==> config.mk <==
export PLATFORM = sky130hd
export DESIGN_NAME = alu_issue_arbiter
export DESIGN_NICKNAME = d
export VERILOG_FILES = /design/src/rtl/alu_pkg.sv /design/src/rtl/rr_arbiter.sv /design/src/rtl/alu_issue_arbiter.sv
export SDC_FILE = /design/constraint.sdc
export NUM_CORES = 1
export LEC_CHECK = 0
export ABC_AREA = 1
export BUFFER_PORTS_ARGS = -buffer_cell sky130_fd_sc_hd__buf_4
export CAP_MARGIN = 10
export CORE_AREA = 4 4 107 109
export CTS_CLUSTER_SIZE = 28
export DETAILED_ROUTE_END_ITERATION = 8
export DIE_AREA = 0 0 111 113
export PLACE_DENSITY = 0.9
export SYNTH_ARGS = -nofsm -noshare
export SYNTH_HDL_FRONTEND = slang
export SYNTH_SLANG_ARGS = --single-unit
==> constraint.sdc <==
create_clock -name clk -period 2.9 [get_ports clk]
set_clock_uncertainty 0.2 [all_clocks]
set_input_delay 0.29 -clock clk [delete_from_list [all_inputs] [get_ports clk]]
set_output_delay 0.29 -clock clk [all_outputs]
set_load 0.03 [all_outputs]
==> src/rtl/alu_pkg.sv <==
// -----------------------------------------------------------------------------
// alu_pkg
//   Shared definitions for the ALU issue controller and its arbiter:
//   datapath widths, the logic-class opcode constants, the controller FSM
//   state type and a helper that sizes requester-id fields.
// -----------------------------------------------------------------------------
`timescale 1ns/1ps
package alu_pkg;

  localparam int ALU_W = 32;
  localparam int OP_W  = 4;

  localparam logic [OP_W-1:0] OP_AND = 4'b0100;
  localparam logic [OP_W-1:0] OP_OR  = 4'b0101;
  localparam logic [OP_W-1:0] OP_XOR = 4'b0110;
  localparam logic [OP_W-1:0] OP_NOR = 4'b0111;

  typedef enum logic [1:0] {
    IDLE = 2'd0,
    WAIT = 2'd1,
    RESP = 2'd2
  } state_t;

  // Requester-id width: one bit minimum so a 2-requester id is never zero-width.
  function automatic int id_width(input int n);
    return (n <= 2) ? 1 : $clog2(n);
  endfunction

endpackage

==> src/rtl/rr_arbiter.sv <==
// -----------------------------------------------------------------------------
// rr_arbiter
//   Purely combinational round-robin picker. The winner is the first set
//   request bit found searching upward from i_last+1, wrapping modulo NUM_REQ.
//
//   Ports:
//     i_req   [NUM_REQ]  request vector
//     i_last  [IDW]      index of the previous winner
//     o_grant [NUM_REQ]  one-hot grant (all zero when no request)
//     o_idx   [IDW]      encoded winner index (0 when no request)
//     o_any              at least one request present
// -----------------------------------------------------------------------------
`timescale 1ns/1ps
module rr_arbiter #(
  parameter int NUM_REQ = 2,
  parameter int IDW     = 1
) (
  input  logic [NUM_REQ-1:0] i_req,
  input  logic [IDW-1:0]     i_last,
  output logic [NUM_REQ-1:0] o_grant,
  output logic [IDW-1:0]     o_idx,
  output logic               o_any
);

  logic [IDW-1:0] w_pos;

  // Scan from the lowest priority (offset NUM_REQ, i.e. i_last itself) up to
  // the highest (offset 1) so the last match written is the true winner.
  always_comb begin
    o_grant = '0;
    o_idx   = '0;
    o_any   = 1'b0;
    w_pos   = '0;
    for (int k = NUM_REQ; k >= 1; k--) begin
      w_pos = IDW'((int'(i_last) + k) % NUM_REQ);
      if (i_req[w_pos]) begin
        o_grant        = '0;
        o_grant[w_pos] = 1'b1;
        o_idx          = w_pos;
        o_any          = 1'b1;
      end
    end
  end

endmodule

==> src/rtl/alu_issue_arbiter.sv <==
// -----------------------------------------------------------------------------
// alu_issue_arbiter
//   Shares one 32-bit ALU between NUM_REQ requesters. A round-robin winner is
//   granted in IDLE, its operands/opcode are registered onto the ALU inputs,
//   the block waits ALU_LAT clocks, captures the result plus a zero flag and
//   presents it with the requester id on a valid/ready response channel.
//   Only one operation is ever in flight.
//
//   Ports:
//     clk, rst                 clock, synchronous active-high reset
//     req_valid/req_ready      per-requester request handshake (ready one-hot)
//     req_a, req_b [N*32]      operands, requester i in slice [32i+31:32i]
//     req_op       [N*4]       opcode,   requester i in slice [4i+3:4i]
//     alu_a/alu_b/alu_op       registered ALU inputs
//     alu_result               ALU output, valid ALU_LAT clocks after issue
//     rsp_valid/rsp_ready      response handshake
//     rsp_result/rsp_zero/rsp_id  captured result, zero flag, issuing requester
// -----------------------------------------------------------------------------
`timescale 1ns/1ps
module alu_issue_arbiter
  import alu_pkg::*;
#(
  parameter int NUM_REQ = 2,
  parameter int ALU_LAT = 1,
  parameter int IDW     = id_width(NUM_REQ)
) (
  input  logic                    clk,
  input  logic                    rst,
  input  logic [NUM_REQ-1:0]      req_valid,
  output logic [NUM_REQ-1:0]      req_ready,
  input  logic [NUM_REQ*ALU_W-1:0] req_a,
  input  logic [NUM_REQ*ALU_W-1:0] req_b,
  input  logic [NUM_REQ*OP_W-1:0] req_op,
  output logic [ALU_W-1:0]        alu_a,
  output logic [ALU_W-1:0]        alu_b,
  output logic [OP_W-1:0]         alu_op,
  input  logic [ALU_W-1:0]        alu_result,
  output logic                    rsp_valid,
  input  logic                    rsp_ready,
  output logic [ALU_W-1:0]        rsp_result,
  output logic                    rsp_zero,
  output logic [IDW-1:0]          rsp_id
);

  state_t               r_state;
  state_t               w_state_next;
  logic [3:0]           r_cnt;
  logic [IDW-1:0]       r_last_grant;
  logic [ALU_W-1:0]     r_alu_a;
  logic [ALU_W-1:0]     r_alu_b;
  logic [OP_W-1:0]      r_alu_op;
  logic [ALU_W-1:0]     r_rsp_result;
  logic                 r_rsp_zero;
  logic [IDW-1:0]       r_rsp_id;

  logic [NUM_REQ-1:0]   w_grant;
  logic [IDW-1:0]       w_idx;
  logic                 w_any;

  logic [ALU_W-1:0]     w_a  [NUM_REQ];
  logic [ALU_W-1:0]     w_b  [NUM_REQ];
  logic [OP_W-1:0]      w_op [NUM_REQ];

  // Unpack the flat requester buses into per-requester arrays.
  generate
    for (genvar gi = 0; gi < NUM_REQ; gi++) begin : g_unpack
      assign w_a[gi]  = req_a[ALU_W*gi +: ALU_W];
      assign w_b[gi]  = req_b[ALU_W*gi +: ALU_W];
      assign w_op[gi] = req_op[OP_W*gi +: OP_W];
    end
  endgenerate

  rr_arbiter #(
    .NUM_REQ (NUM_REQ),
    .IDW     (IDW)
  ) u_rr_arbiter (
    .i_req   (req_valid),
    .i_last  (r_last_grant),
    .o_grant (w_grant),
    .o_idx   (w_idx),
    .o_any   (w_any)
  );

  // Next state and handshake outputs. req_ready is masked while rst is high
  // so a requester never sees a grant that the reset edge would discard.
  always_comb begin
    w_state_next = r_state;
    req_ready    = '0;
    rsp_valid    = 1'b0;
    case (r_state)
      IDLE: begin
        if (w_any) begin
          req_ready    = rst ? '0 : w_grant;
          w_state_next = WAIT;
        end
      end
      WAIT: begin
        if (r_cnt == 4'd0) begin
          w_state_next = RESP;
        end
      end
      RESP: begin
        rsp_valid = 1'b1;
        if (rsp_ready) begin
          w_state_next = IDLE;
        end
      end
      default: w_state_next = IDLE;
    endcase
  end

  always_ff @(posedge clk) begin
    if (rst) begin
      r_state      <= IDLE;
      r_cnt        <= 4'd0;
      r_last_grant <= IDW'(NUM_REQ - 1);
      r_alu_a      <= '0;
      r_alu_b      <= '0;
      r_alu_op     <= '0;
      r_rsp_result <= '0;
      r_rsp_zero   <= 1'b0;
      r_rsp_id     <= '0;
    end else begin
      r_state <= w_state_next;
      case (r_state)
        IDLE: begin
          if (w_any) begin
            r_alu_a      <= w_a[w_idx];
            r_alu_b      <= w_b[w_idx];
            r_alu_op     <= w_op[w_idx];
            r_rsp_id     <= w_idx;
            r_last_grant <= w_idx;
            r_cnt        <= 4'(ALU_LAT - 1);
          end
        end
        WAIT: begin
          // cnt counts remaining WAIT cycles; capture on the last one so
          // WAIT spans exactly ALU_LAT clocks after issue.
          if (r_cnt == 4'd0) begin
            r_rsp_result <= alu_result;
            r_rsp_zero   <= (alu_result == '0);
          end else begin
            r_cnt <= r_cnt - 4'd1;
          end
        end
        default: ;
      endcase
    end
  end

  assign alu_a      = r_alu_a;
  assign alu_b      = r_alu_b;
  assign alu_op     = r_alu_op;
  assign rsp_result = r_rsp_result;
  assign rsp_zero   = r_rsp_zero;
  assign rsp_id     = r_rsp_id;

endmodule

==> results.py, run 1 <==
metrics = {
    "run_status": {
        "status": "completed",
    },
    "synthesis": {
        "ys_ff_latch": 109,
        "synth_warnings": 0,
        "ys.flop_type": "dfxtp_1",
        "synth-simple-area-share_pct": 20.58,
        "synthMuxAreaShare_pct": 0,
        "synth-edff-count": 0,
        "synthTopCellsByArea": "dfxtp_1, nand2_1, o21ai_0",
        "yosys.cell_types.count": 23,
        "yosys.area.top_type": "dfxtp_1",
        "avgSynthCellArea_um2": 7.404,
        "yosysMostFrequentCell": "nand2_1",
        "synth_fa_ha_area_share_pct": 0.5577,
        "synthArstFlopShare_pct": 0,
        "synthesis.area_mm2": 0.004487,
        "synth_top_area_share_pct": 48.63,
        "synth_top_family_by_area": "compound AO/OA/AOI/OAI gates",
        "ys_seq_area_share_pct": 48.63,
        "synth_xor_area_share_pct": 0,
        "synth_compound_area_share_pct": 23.23,
        "synth_cells": 606,
        "syn-num-nets": 781,
        "synth_common_cells": "nand2_1, dfxtp_1, o21ai_0",
    },
    "drt": {
        "ant_nets": 0,
        "wl_um": 19700,
        "drt_first_pass_iters": 7,
        "vias": 5960,
        "wl_per_cell_um": 17.49,
        "via_per_inst": 5.293,
        "drc": 0,
        "drt_iter0_drc": 563,
    },
    "global_routing": {
        "grt_pass1_wl_um": 30770,
        "grt_pass1_vias": 6111,
        "grt_use_total_pct": 30.28,
        "grt_antenna_before_repair": 1,
        "grt-ovfl-total": 0,
        "grt_max_degree": 87,
    },
    "clocking": {
        "cts_root_buffer": "clkbuf_8",
        "cts_tree": "built",
        "cts_resized": 0,
        "clk_latency_ns": 0.34,
        "cts.sinks": 109,
        "path_clk_slew_ns": 0.11,
        "cts_inserted_buffers": 9,
        "cts_buffer_depth": 2,
        "h-tree-depth": 3,
    },
    "floorplanning": {
        "initial_core_util_pct": 42.32,
        "num_rows": 38,
        "fp.dieH_um": 113,
        "die_x_um": 111,
        "num_io_pins": 278,
        "die_area_mm2": 0.01254,
        "core_mm2": 0.01060,
    },
    "setup_path": {
        "startpoint_type": "primary input",
        "path_class": "primary input to flip-flop",
        "worstPathRequired_ns": 3.01,
        "critPathMaxFanout": 51,
        "crit_family": "buffers and inverters",
        "crit_chain": "dlygate4sd3_1, buf_4, inv_2, buf_12, o21ai_0, a31oi_1, dlygate4sd3_1",
        "crit_buf_inv": 5,
        "crit_top_cell": "dlygate4sd3_1",
        "r2r_start": "r_state[0]",
        "cp_slowest_stage_delay_ns": 0.57,
        "slowest_stage": "dlygate4sd3_1",
        "critPathLaunch": "rst",
        "cp.arrival_ns": 2.79,
        "critPathCaptureType": "flip-flop",
    },
    "finish": {
        "stdcell_area_mm2": 0.008029,
        "finalNetCount": 1155,
        "syn_to_final_growth_pct": 78.95,
        "layout.cells.non_filler": 1126,
        "drive_above_1_share_pct": 31.57,
    },
    "placed_design": {
        "gp_congestion": 0.8604,
        "port_buffers": 277,
        "placed_area_mm2": 0.006591,
        "dpl.hpwl_um": 11160,
        "dp_cells": 986,
    },
    "min_path": {
        "hold_class": "primary input to flip-flop",
        "min_from": "alu_result[18]",
    },
    "sta": {
        "tns_ns": 0,
        "rsz0062_at_grt": "no",
        "finalSetupViolations": 0,
        "worst_pin_slew_ns": 0.7645,
        "hold_viol_final": 0,
        "maxSlewViolCount": 0,
        "period_needed_ns": 2.682,
        "timing.fmax_ghz": 0.3728,
        "relSlewSlack_pct": 48.96,
        "hold_ws_ns": 0.01340,
        "period_share_pct": 92.50,
    },
    "power": {
        "finalPower_uw": 6054,
        "power.density_mw_per_mm2": 754.1,
        "power.leakage_uw": 0.003869,
        "irDropWorstVdd_mv": 0.3982,
    },
    "job": {
        "drv_cap": 0,
    },
}
kinds of logic (layout without fill, tap and decap cells):
logic type	after synthesis	after routing
AND/OR/NAND/NOR	238	238
AO/OA/AOI/OAI	189	189
flip-flops	109	109
buffers and inverters	68	447
adder cells (fa/ha/maj)	2	2
other	0	1
metrics by stage:
| stage | utilization [%] | worst slack, ns |
|---|---|---|
| finish | 75.73 | 0.2175 |
| global route | 75.73 | 0.06688 |
| CTS | 75.51 | 0.3005 |
| detailed placement | 62.17 | 0.9551 |
| global placement | 62.17 | 1.058 |
| floorplan | - | 1.096 |
where the power goes:
group	internal (uW)	switching, uW	total, uW
Combinational	1150	1790	2940
Sequential	1910	245	2150
Clock	413	550	963
Total	3470	2590	6050
repair_timing:
item / 4_1_cts / 5_1_grt
setup buffers: 0 / 0
hold buffers: 121 / 2
endpoints found under the hold margin: 86 / 2
endpoints found under the setup margin: 0 / 0
final cells by class:
| class | instances | area [um2] |
|---|---|---|
| multi-input combinational | 429 | 1991 |
| clock buffer | 9 | 123.9 |
| clock inverter | 7 | 80.08 |
| timing repair buffer | 409 | 3391 |
| antenna | 1 | 2.502 |
| fill | 673 | 2574 |
| tap | 140 | 175.2 |
| sequential | 109 | 2182 |
| inverter | 22 | 83.83 |
layer usage:
metal | vias to the layer above | global-route usage, % | share of wire, %
li1 | 2789 | - | -
met2 | 395 | 53.32 | 50
met5 | - | 0 | 0
met4 | 0 | 17.98 | 6.3
met1 | 2669 | 32.58 | 35
met3 | 107 | 8.289 | 8.6
registers in the layout, indices dropped and copies added (netlist names):
register      count
alu_b            32
rsp_id            1
r_last_grant      1
r_state           2
alu_op            4
rsp_zero          1
alu_a            32
r_cnt             4
rsp_result       32
path summary, 6_finish.rpt:
kind	to	slack, ns	cells after the start
min	rsp_result[18]	0.01	3
max	alu_a[3]	0.22	7
min reg2reg	rsp_id	0.28	2
max reg2reg	alu_a[8]	0.36	7
cell usage in the layout (no fill, tap or decap), types with 2 or more instances in the layout:
cell / n
nand2_1: 151
o21ai_0: 99
nor2_1: 72
nor3_1: 2
dfxtp_1: 109
clkinv_2: 2
nand2_2: 2
o21ai_1: 5
inv_1: 18
ha_1: 2
dlygate4sd3_1: 123
a21oi_1: 14
inv_2: 3
nand3_1: 8
inv_6: 2
clkbuf_8: 9
buf_4: 285
a31oi_1: 68
worst register-to-register path, stage by stage, from the launching register on:
cell           delay (ns)
dfxtp_1              0.35
nor2_2               0.15
o21ai_2              0.12
clkinv_2             0.07
buf_4                0.56
o21ai_0              0.30
a31oi_1              0.21
dlygate4sd3_1        0.56
Power figures use the tool's default switching activity.
==> inputs of run 2 (changes only) <==
CORE_AREA = not set   (was 4 4 107 109)
CORE_MARGIN = 4   (was not set)
CORE_UTILIZATION = 45   (was not set)
DIE_AREA = not set   (was 0 0 111 113)
PLACE_DENSITY = 0.94   (was 0.9)
==> run 2 against run 1 <==
Sequential power is essentially flat. Critical path type unchanged. Final cell count grew 2.8%. Cell area grew 5.4%. Count of clock-buffer cells in the layout grew 2. Fmax grew 5.1%. First-iteration DRC count shrank 18%. Via count grew 8.8%. Total power grew 6.5%. Wire length grew 17%. Global-route usage grew 7.7 points. Non-clock buffer count grew 37. Die area shrank 7.3%.
==> results.py, run 2 (same netlist as run 1, synthesis figures left out) <==
metrics = {
    "floorplanning": {
        "num_rows": 36,
        "fp.dieH_um": 107.9,
        "core_mm2": 0.009729,
        "die_x_um": 107.9,
        "num_io_pins": 278,
        "initial_core_util_pct": 46.12,
        "die_area_mm2": 0.01163,
    },
    "global_routing": {
        "grt_pass1_vias": 6778,
        "grt-ovfl-total": 0,
        "grt_use_total_pct": 37.97,
        "grt_antenna_before_repair": 1,
        "grt_pass1_wl_um": 34430,
        "grt_max_degree": 83,
    },
    "setup_path": {
        "path_class": "primary input to flip-flop",
        "worstPathRequired_ns": 3.01,
        "crit_chain": "dlygate4sd3_1, buf_4, inv_2, buf_4, o21ai_0, a31oi_1, dlygate4sd3_1",
        "crit_family": "buffers and inverters",
        "crit_buf_inv": 5,
        "cp.arrival_ns": 2.66,
        "critPathMaxFanout": 37,
        "startpoint_type": "primary input",
        "cp_slowest_stage_delay_ns": 0.58,
        "critPathCaptureType": "flip-flop",
        "slowest_stage": "dlygate4sd3_1",
    },
    "drt": {
        "drc": 0,
        "vias": 6485,
        "drt_iter0_drc": 464,
        "via_per_inst": 5.600,
        "ant_nets": 0,
        "drt_first_pass_iters": 8,
        "wl_um": 23110,
        "wl_per_cell_um": 19.96,
    },
    "clocking": {
        "post-cts-setup-buffers": 0,
        "cts_buffer_depth": 2,
        "cts_tree": "built",
        "cts.sinks": 109,
        "clk_latency_ns": 0.36,
        "cts_inserted_buffers": 9,
        "h-tree-depth": 3,
        "path_clk_slew_ns": 0.10,
        "cts_root_buffer": "clkbuf_8",
    },
    "sta": {
        "final.setup.worst_slack_ns": 0.3477,
        "finalSetupViolations": 0,
        "hold_viol_final": 0,
        "tns_ns": 0,
        "timing.fmax_ghz": 0.3918,
        "maxSlewViolCount": 0,
        "worst_pin_slew_ns": 0.7236,
        "hold_ws_ns": 0.01829,
        "period_needed_ns": 2.552,
        "relSlewSlack_pct": 51.76,
        "rsz0062_at_grt": "no",
        "period_share_pct": 88.01,
    },
    "finish": {
        "finalNetCount": 1192,
        "drive_above_1_share_pct": 30.23,
        "syn_to_final_growth_pct": 88.54,
        "final_common_cell": "buf_4",
        "mostFrequentLayoutCells": "buf_4, dlygate4sd3_1, nand2_1, dfxtp_1, o21ai_0",
    },
    "job": {
        "drv_cap": 0,
    },
    "min_path": {
        "hold_class": "primary input to flip-flop",
    },
    "power": {
        "irDropWorstVdd_mv": 0.4027,
        "power.density_mw_per_mm2": 762.4,
        "power.leakage_uw": 0.004089,
    },
    "placed_design": {
        "gp_congestion": 0.8809,
        "dp_slack_ns": 0.9529,
        "port_buffers": 277,
        "dpl.hpwl_um": 11330,
    },
    "run_status": {
        "status": "completed",
    },
}
-- run 2: cell count changes in the layout (fill, tap and decap cells not counted) --
| cell | delta |
|---|---|
| buf_12 | +2 |
| buf_4 | -4 |
| bufinv_16 | +1 |
| clkbuf_8 | +2 |
| clkinv_2 | -1 |
| clkinv_4 | -1 |
| clkinvlp_4 | -1 |
| diode_2 | +2 |
| dlygate4sd3_1 | +39 |
| inv_6 | +1 |
| inv_8 | -1 |
-- run 2: final timing paths --
kind / startpoint / end / slack, ns / depth (start not counted)
hold / removal: req_b[4] / alu_b[4] / 0.02 / 3
setup / recovery: rst / alu_a[6] / 0.35 / 7
setup reg to reg: r_last_grant / alu_a[26] / 0.39 / 6
hold reg to reg: rsp_id / rsp_id / 0.29 / 2
-- run 2: worst reg2reg max path: cells and delay by family, from the launching register on --
| kind | cells | cell delay (ns) |
|---|---|---|
| AOI/OAI and AO/OA | 1 | 0.28 |
| buffers and inverters | 2 | 1.21 |
| DFF | 1 | 0.37 |
| and+or+nand+nor | 3 | 0.41 |
-- run 2: through the flow --
step	area [um2]	utilization (%)	cells	total power, uW
finish	8459	86.95	1158	6449
global route	8454	86.90	1156	6713
CTS	8452	86.87	1155	6214
detailed placement	6593	67.76	977	4748
global placement	6593	67.76	977	4687
floorplan	4487	-	606	3737
-- run 2: timing repair --
| action | in CTS | in global routing |
|---|---|---|
| hold endpoints to repair | 102 | 0 |
| hold buffers | 162 | 0 |
| resized for setup | 0 | 0 |
| endpoints found under the setup margin | 0 | 0 |
-- run 2: metal layers --
metal,global-route usage (%),share of wire (%)
met1,38.63,34
met2,65.41,49
met3,11.52,9.4
met4,27.59,8.2
met5,0,0
-- run 2: layout make-up --
class | instances | area [um2]
Clock buffer | 11 | 151.4
Fill cell | 470 | 1270
Clock inverter | 5 | 86.33
Timing Repair Buffer | 446 | 3791
Multi-Input combinational cell | 429 | 1991
Tap cell | 133 | 166.4
Antenna cell | 3 | 7.507
Sequential cell | 109 | 2182
Inverter | 22 | 83.83
-- run 2: power breakdown --
part           switching (uW)  internal (uW)  total (uW)
sequential                268           1910        2180
combinational            1900           1270        3180
clock                     550            544        1090
total                    2720           3730        6450
